**config.mk**
```make
export PLATFORM = sky130hd
export DESIGN_NAME = avr_cpu_mul_seq
export DESIGN_NICKNAME = d
export VERILOG_FILES = /design/src/rtl/avr_cpu_mul_seq.sv
export SDC_FILE = /design/constraint.sdc
export NUM_CORES = 1
export LEC_CHECK = 0
export CAP_MARGIN = 10
export CELL_PAD_IN_SITES_DETAIL_PLACEMENT = 1
export CELL_PAD_IN_SITES_GLOBAL_PLACEMENT = 1
export CORE_ASPECT_RATIO = 1.4
export CORE_MARGIN = 2
export CORE_UTILIZATION = 46
export CTS_CLUSTER_DIAMETER = 80
export CTS_CLUSTER_SIZE = 14
export DETAILED_ROUTE_END_ITERATION = 12
export PLACE_DENSITY_LB_ADDON = 0.08
export SYNTH_ARGS = -nofsm -noshare
export SYNTH_HDL_FRONTEND = slang
export SYNTH_SLANG_ARGS = --single-unit
```
**constraint.sdc**
```tcl
create_clock -name clk -period 6.55 [get_ports clk]
set_input_delay 1.31 -clock clk [delete_from_list [all_inputs] [get_ports clk]]
set_output_delay 1.31 -clock clk [all_outputs]
set_load 0.005 [all_outputs]
```
**src/rtl/avr_cpu_mul_seq.sv**
```systemverilog
// ---------------------------------------------------------------------------
// avr_cpu_mul_seq
//   Multi-cycle radix-2 shift-add multiplier for the AVR execute stage.
//   Handles MUL, MULS, MULSU, FMUL, FMULS and FMULSU (opcodes 6/7 act as MUL)
//   and produces a 2*WIDTH-bit product plus SREG with C and Z updated.
//
// Ports
//   clk         rising-edge clock
//   reset       asynchronous active-high reset, clears all state
//   start       request, accepted only while busy is low
//   opcode      0 MUL, 1 MULS, 2 MULSU, 3 FMUL, 4 FMULS, 5 FMULSU
//   d_in        multiplicand (Rd)
//   r_in        multiplier (Rr)
//   status_in   SREG before the instruction
//   busy        operation in progress
//   done        one-cycle pulse when product/status_out are updated
//   product     2*WIDTH-bit result, held until the next completion
//   status_out  status_in with bit0 (C) and bit1 (Z) replaced
// ---------------------------------------------------------------------------
module avr_cpu_mul_seq #(
    parameter int unsigned WIDTH = 8
) (
    input  logic               clk,
    input  logic               reset,
    input  logic               start,
    input  logic [2:0]         opcode,
    input  logic [WIDTH-1:0]   d_in,
    input  logic [WIDTH-1:0]   r_in,
    input  logic [7:0]         status_in,
    output logic               busy,
    output logic               done,
    output logic [2*WIDTH-1:0] product,
    output logic [7:0]         status_out
);

    localparam int unsigned PW = 2 * WIDTH;
    localparam int unsigned CW = $clog2(WIDTH);

    typedef enum logic [1:0] {
        ST_IDLE,
        ST_RUN,
        ST_FIX
    } state_t;

    state_t           state_q;
    logic [2:0]       opcode_q;
    logic [7:0]       sreg_q;
    logic             sign_q;
    logic [PW-1:0]    mcand_q;
    logic [WIDTH-1:0] mplier_q;
    logic [PW-1:0]    acc_q;
    logic [CW-1:0]    cnt_q;
    logic             done_q;
    logic [PW-1:0]    product_q;
    logic [7:0]       status_q;

    // Operand decode at capture time
    logic             d_signed;
    logic             r_signed;
    logic             d_neg;
    logic             r_neg;
    logic [WIDTH-1:0] d_mag;
    logic [WIDTH-1:0] r_mag;

    // Datapath next values
    logic             frac;
    logic [PW-1:0]    acc_d;
    logic [PW-1:0]    raw_d;
    logic [PW-1:0]    product_d;
    logic [7:0]       status_d;

    always_comb begin
        d_signed = opcode inside {3'd1, 3'd2, 3'd4, 3'd5};
        r_signed = opcode inside {3'd1, 3'd4};
        d_neg    = d_signed & d_in[WIDTH-1];
        r_neg    = r_signed & r_in[WIDTH-1];
        // Two's-complement negate; the most negative value maps onto 2^(WIDTH-1).
        d_mag    = d_neg ? -d_in : d_in;
        r_mag    = r_neg ? -r_in : r_in;
    end

    always_comb begin
        acc_d     = mplier_q[0] ? (acc_q + mcand_q) : acc_q;
        frac      = opcode_q inside {3'd3, 3'd4, 3'd5};
        raw_d     = sign_q ? -acc_q : acc_q;
        // C comes from the unshifted result, Z from the final (shifted) product.
        product_d = frac ? {raw_d[PW-2:0], 1'b0} : raw_d;
        status_d  = {sreg_q[7:2], (product_d == '0), raw_d[PW-1]};
    end

    always_ff @(posedge clk or posedge reset) begin
        if (reset) begin
            state_q   <= ST_IDLE;
            opcode_q  <= '0;
            sreg_q    <= '0;
            sign_q    <= 1'b0;
            mcand_q   <= '0;
            mplier_q  <= '0;
            acc_q     <= '0;
            cnt_q     <= '0;
            done_q    <= 1'b0;
            product_q <= '0;
            status_q  <= '0;
        end else begin
            done_q <= 1'b0;
            case (state_q)
                ST_IDLE: begin
                    if (start) begin
                        opcode_q <= opcode;
                        sreg_q   <= status_in;
                        sign_q   <= d_neg ^ r_neg;
                        mcand_q  <= PW'(d_mag);
                        mplier_q <= r_mag;
                        acc_q    <= '0;
                        cnt_q    <= CW'(WIDTH - 1);
                        state_q  <= ST_RUN;
                    end
                end
                ST_RUN: begin
                    acc_q    <= acc_d;
                    mcand_q  <= mcand_q << 1;
                    mplier_q <= mplier_q >> 1;
                    if (cnt_q == '0) begin
                        state_q <= ST_FIX;
                    end else begin
                        cnt_q <= cnt_q - CW'(1);
                    end
                end
                ST_FIX: begin
                    product_q <= product_d;
                    status_q  <= status_d;
                    done_q    <= 1'b1;
                    state_q   <= ST_IDLE;
                end
                default: state_q <= ST_IDLE;
            endcase
        end
    end

    assign busy       = (state_q != ST_IDLE);
    assign done       = done_q;
    assign product    = product_q;
    assign status_out = status_q;

endmodule

```
Word-level counts from Yosys, hierarchy flattened:

Index checks and enable logic that the tools add are counted.

* register bits: 82
* bits in latches: 0
* memory bits (writable): 0
* bits in read-only memories: 0
* input port bits: 30
* logic and storage cells: 63
* memories kept: 0

* add/subtract/negate cells: 5
* multipliers: 0
* div/mod/pow operators: 0
* $lt $le $gt $ge: 0
* eq/ne operators: 13
* shifts and indexed selects: 0
* muxes and demuxes: 18
* bitwise operators: 3
* reduce and logical (&&, ||, !) cells: 13

Operators with widths (count)
* 16-bit 2-to-1 mux: 5
* 16-bit case mux with 2 select lines: 2
* 8-bit 2-to-1 mux: 3
* 16-bit adder: 1
* 16-bit zero test: 1
* 16-bit negator: 1
* 8-bit negator: 2
* 8-bit case mux with 2 select lines: 1
* 3-bit == test, second input constant: 4
* 2-bit != test, second input constant: 4
* 3-bit by 2-bit == test with 1-bit output, second input constant: 2
* 3-bit 2-to-1 mux: 2
* 3-bit case mux with 2 select lines: 1
* 2-bit AND reduction: 3
* 3-bit AND reduction: 2
* 2-bit nonzero test: 3
* 2-bit 2-to-1 mux: 2
* 2-bit case mux with 2 select lines: 1
* 4-bit nonzero test: 1
* 3-bit by 1-bit == test with 1-bit output, second input constant: 1
* 3-bit zero test: 1
* 3-bit nonzero test: 1
* 3-bit by 1-bit subtractor with 3-bit output, second input constant: 1
* 1-bit bitwise AND: 2
* 5 further kinds: 5

Longest topological paths before layout:

* word-level depth: 6
* mapped depth: 10
* mapped depth without buffers: 10

Least setup slack after synthesis:

Ideal clock, no wire load.

* path kind: reg-to-reg
* start: reg acc_q[5]
* end: reg acc_q[14]
* setup time: 69 ps
* arrival time: 2212 ps
* slack: 4269 ps
* cell stages (with the launch flop): 8
* buffers on the path: 0
* period minus slack after synthesis: 2281 ps
* cells stage by stage: dfrtp_1 -> ha_1 -> a21o_1 -> or3_1 -> o211ai_1 -> a21oi_1 -> or4b_1 -> nand3_1

* cells in the longest elaborated chain, start to end: 3

Ends and longest elaborated chain
* start, declared: line 51 `logic [PW-1:0] acc_q;`
* start signal, assigned: line 99 `acc_q <= '0;`
* start signal, assigned: line 114 `acc_q <= '0;`
* start signal, assigned: line 120 `acc_q <= acc_d;`
* 16-bit adder: line 83 `acc_d = mplier_q[0] ? (acc_q + mcand_q) : acc_q;`
* 16-bit 2-to-1 mux: line 83
* 16-bit case mux with 2 select lines: line 106 `case (state_q)`

Every way passes these cells. The select of a mux whose other input is x is not followed.
A chain may end at the register's enable or synchronous reset.

Worst setup path in the final report:

* start: in start
* end: reg acc_q[12]

* cells in the longest elaborated chain, start to end: 2

Ends and longest elaborated chain
* start, declared: line 25 `input logic start,`
* 2-bit != test (no line)
* 3-bit AND reduction (no line)

Every way passes these cells.

==> flow_metrics.py <==
metrics = {
    "clock_tree": {
        "htreeDepth": 3,
        "clk_pin_slew_worst_paths_ns": 0.06,
        "cts_tree": "done",
        "numCtsBuffers": 9,
        "post_cts_buffers": 0,
        "hold_buffers": 0,
        "ctsResizeCount": 0,
        "clock_latency_ns": 0.34,
        "clockBufferDepth": 2,
        "cts.sinks": 80,
        "clockRootBuffer": "clkbuf_16",
    },
    "floorplanning": {
        "rows": 43,
        "io_pins": 56,
        "fp.dieW_um": 88.6,
        "chipHeight_um": 122,
        "core_area_mm2": 0.00985,
        "initial_core_util": 0.468,
        "dieArea_mm2": 0.0108,
    },
    "layout": {
        "layout_common_cells": "113 x nand2_1, 80 x dfrtp_1, 63 x o21ai_0",
        "area_growth_pct": 19.8,
        "nets": 624,
        "postLayoutCoreUtil": 0.561,
        "final_common_cell": "nand2_1",
        "drive_gt1_frac": 0.0554,
        "diodes": 0,
        "fillers": 1178,
    },
    "setup_path": {
        "critical_path_buf_inv_count": 1,
        "worstPathRequired_ns": 6.82,
        "critPathLaunchType": "input port",
        "crit_type": "input port to register",
        "cp_slowest_cell": "nor2_1",
        "critPathMaxStageDelay_ns": 0.93,
        "crit_chain": "clkdlybuf4s50_1 > and2_1 > nor2_1 > a21oi_1 > nand2_1",
        "end_kind": "register",
        "critPathMaxFanout": 22,
        "cp_data_arrival_time_ns": 3.36,
        "path_delay_family": "simple AND/OR/NAND/NOR gates",
    },
    "pwr": {
        "power.density_mw_per_mm2": 495,
        "ir_drop_v": 0.000230,
        "p_leak_uw": 0.00245,
    },
    "logic_synthesis": {
        "syn_area_per_cell_um2": 8.74,
        "synth-seq-cells": 80,
        "async_flop_share": 1.00,
        "synth_nets": 578,
        "yosysUniqueCellTypes": 55,
        "synthFlopType": "dfrtp_1",
        "synth.area.top_cells": "dfrtp_1 43%, nand2_1 9.2%, o21ai_0 6.8%",
        "synth-seq-area-share": 0.434,
        "syn_area_mm2": 0.00461,
        "synth-warning-count": 0,
        "synth_edf_count": 0,
        "synth_top_area_frac": 0.434,
        "synth_largest_area_cell": "dfrtp_1",
        "synth_cells": 527,
    },
    "global_routing": {
        "antenna_found_initial": 0,
        "grt_pass1_wl_mm": 19.0,
        "grt.total_usage": 0.224,
        "first_global_vias": 4106,
        "overflow": 0,
        "grt_start_max_net_pins": 81,
    },
    "detailed_routing": {
        "wl_met1_mm": 4.52,
        "drt-pass1-iter-count": 4,
        "wl_met2_mm": 6.32,
        "top_layer": "met4",
        "vias_per_cell": 5.47,
        "via_count": 3902,
        "drt-total-wl_mm": 11.2,
        "wl_per_cell_um": 15.7,
        "drtAntennaViolNets": 0,
        "wl_met3_um": 206,
        "drc_errors": 0,
        "drt_iter0_markers": 160,
    },
    "hold_path": {
        "hp-class": "register to register",
    },
    "timing": {
        "setup-tns-final_ns": 0,
        "hold_violations": 0,
        "fin_crit_sh": 0.471,
        "slew_headroom": 0.294,
        "fin_crit_ns": 3.09,
        "tightest_slew_ns": 1.05,
        "slew_violations": 0,
        "max_freq_mhz": 324,
        "rsz0062_at_grt": "no",
        "setup_viol": 0,
        "skew_ns": 0.00647,
    },
    "placed_design": {
        "globalplace.congestion": 0.912,
        "dp_hpwl_mm": 8.51,
        "port_buffers": 53,
    },
    "job": {
        "drv_cap": 0,
    },
    "status": {
        "outcome": "finished, final reports clean",
    },
}
==> metal layers <==
| metal | global-route usage | vias up |
|---|---|---|
| met5 | 0 | - |
| met4 | 0.0710 | 0 |
| met3 | 0.0356 | 15 |
| met2 | 0.427 | 50 |
| met1 | 0.246 | 1917 |
| li1 | - | 1920 |
==> stage by stage <==
stage / instances / setup WS [ns] / instance area, um2 / hold slack (ns) / power (uW)
5_1_grt: 713 / 3.21 / 5520 / 0.498 / 2980
6_report: 713 / 3.46 / 5520 / 0.475 / 2730
4_1_cts: 713 / 3.43 / 5520 / 0.476 / 2770
2_1_floorplan: 527 / 3.19 / 4610 / 0.439 / 1830
3_3_place_gp: 697 / 3.15 / 5240 / 0.451 / 2190
3_5_place_dp: 697 / 3.10 / 5240 / 0.460 / 2280
==> kinds of logic (layout without fill, tap and decap cells) <==
kind of cell	after synthesis	after routing	share of synthesized area
compound gates	136	136	0.180
simple gates	206	206	0.201
mux	9	9	0.0201
fa+ha+maj	21	21	0.0586
flops	80	80	0.434
xor+xnor	37	37	0.0703
buf+inv	38	89	0.0350
==> sequential cells by signal, indices dropped and copies added, names as in the netlist <==
name and cells:
sign_q 1, state_q 2, opcode_q 3, sreg_q 6
status_out 8, mcand_q 16, mplier_q 8, acc_q 16
cnt_q 3, done 1, product 16
==> path summary, 6_finish.rpt <==
check | start | end | slack (ns) | depth (start not counted)
worst max-delay path | start | acc_q[12]$_DFFE_PP0P_ | 3.46 | 5
worst min-delay path | product[8]$_DFFE_PP0P_ | product[8]$_DFFE_PP0P_ | 0.47 | 2
worst max register to register | acc_q[2]$_DFFE_PP0P_ | acc_q[14]$_DFFE_PP0P_ | 3.83 | 8
worst min register to register | product[8]$_DFFE_PP0P_ | product[8]$_DFFE_PP0P_ | 0.47 | 2
max in group asynchronous | reset | mplier_q[1]$_DFFE_PP0P_ | 4.30 | 3
min in group asynchronous | reset | product[3]$_DFFE_PP0P_ | 1.61 | 3
==> area by class of cell <==
cell class              instances  area [um2]  area share
multi-input cells             409        2450       0.444
repair buffers                 57         561       0.102
flip-flops and latches         80        2000       0.363
well taps                     135         169      0.0306
clock inverters                 7        55.1     0.00997
clock buffers                   9         225      0.0408
inverters                      16        60.1      0.0109
==> cell usage after synthesis (9+ instances only) <==
| cell type | count |
|---|---|
| a21oi_1 | 25 |
| a22oi_1 | 12 |
| clkbuf_1 | 19 |
| dfrtp_1 | 80 |
| ha_1 | 20 |
| inv_1 | 15 |
| nand2_1 | 113 |
| nand3_1 | 9 |
| nor2_1 | 40 |
| o21ai_0 | 63 |
| xnor2_1 | 23 |
| xor2_1 | 14 |
==> worst register-to-register path, delay by kind of cell (launching register included) <==
kind / cells / cell delay (ns)
AO/OA/AOI/OAI: 4 / 0.96
AND/OR/NAND/NOR: 3 / 0.79
flip-flops: 1 / 0.55
adder cells (fa/ha/maj): 1 / 0.35
==> power by group <==
part / switching (uW) / internal [uW]
Combinational: 730 / 603
Sequential: 211 / 712
Clock: 215 / 261
Note: power is estimated with default switching activity, not from simulation.
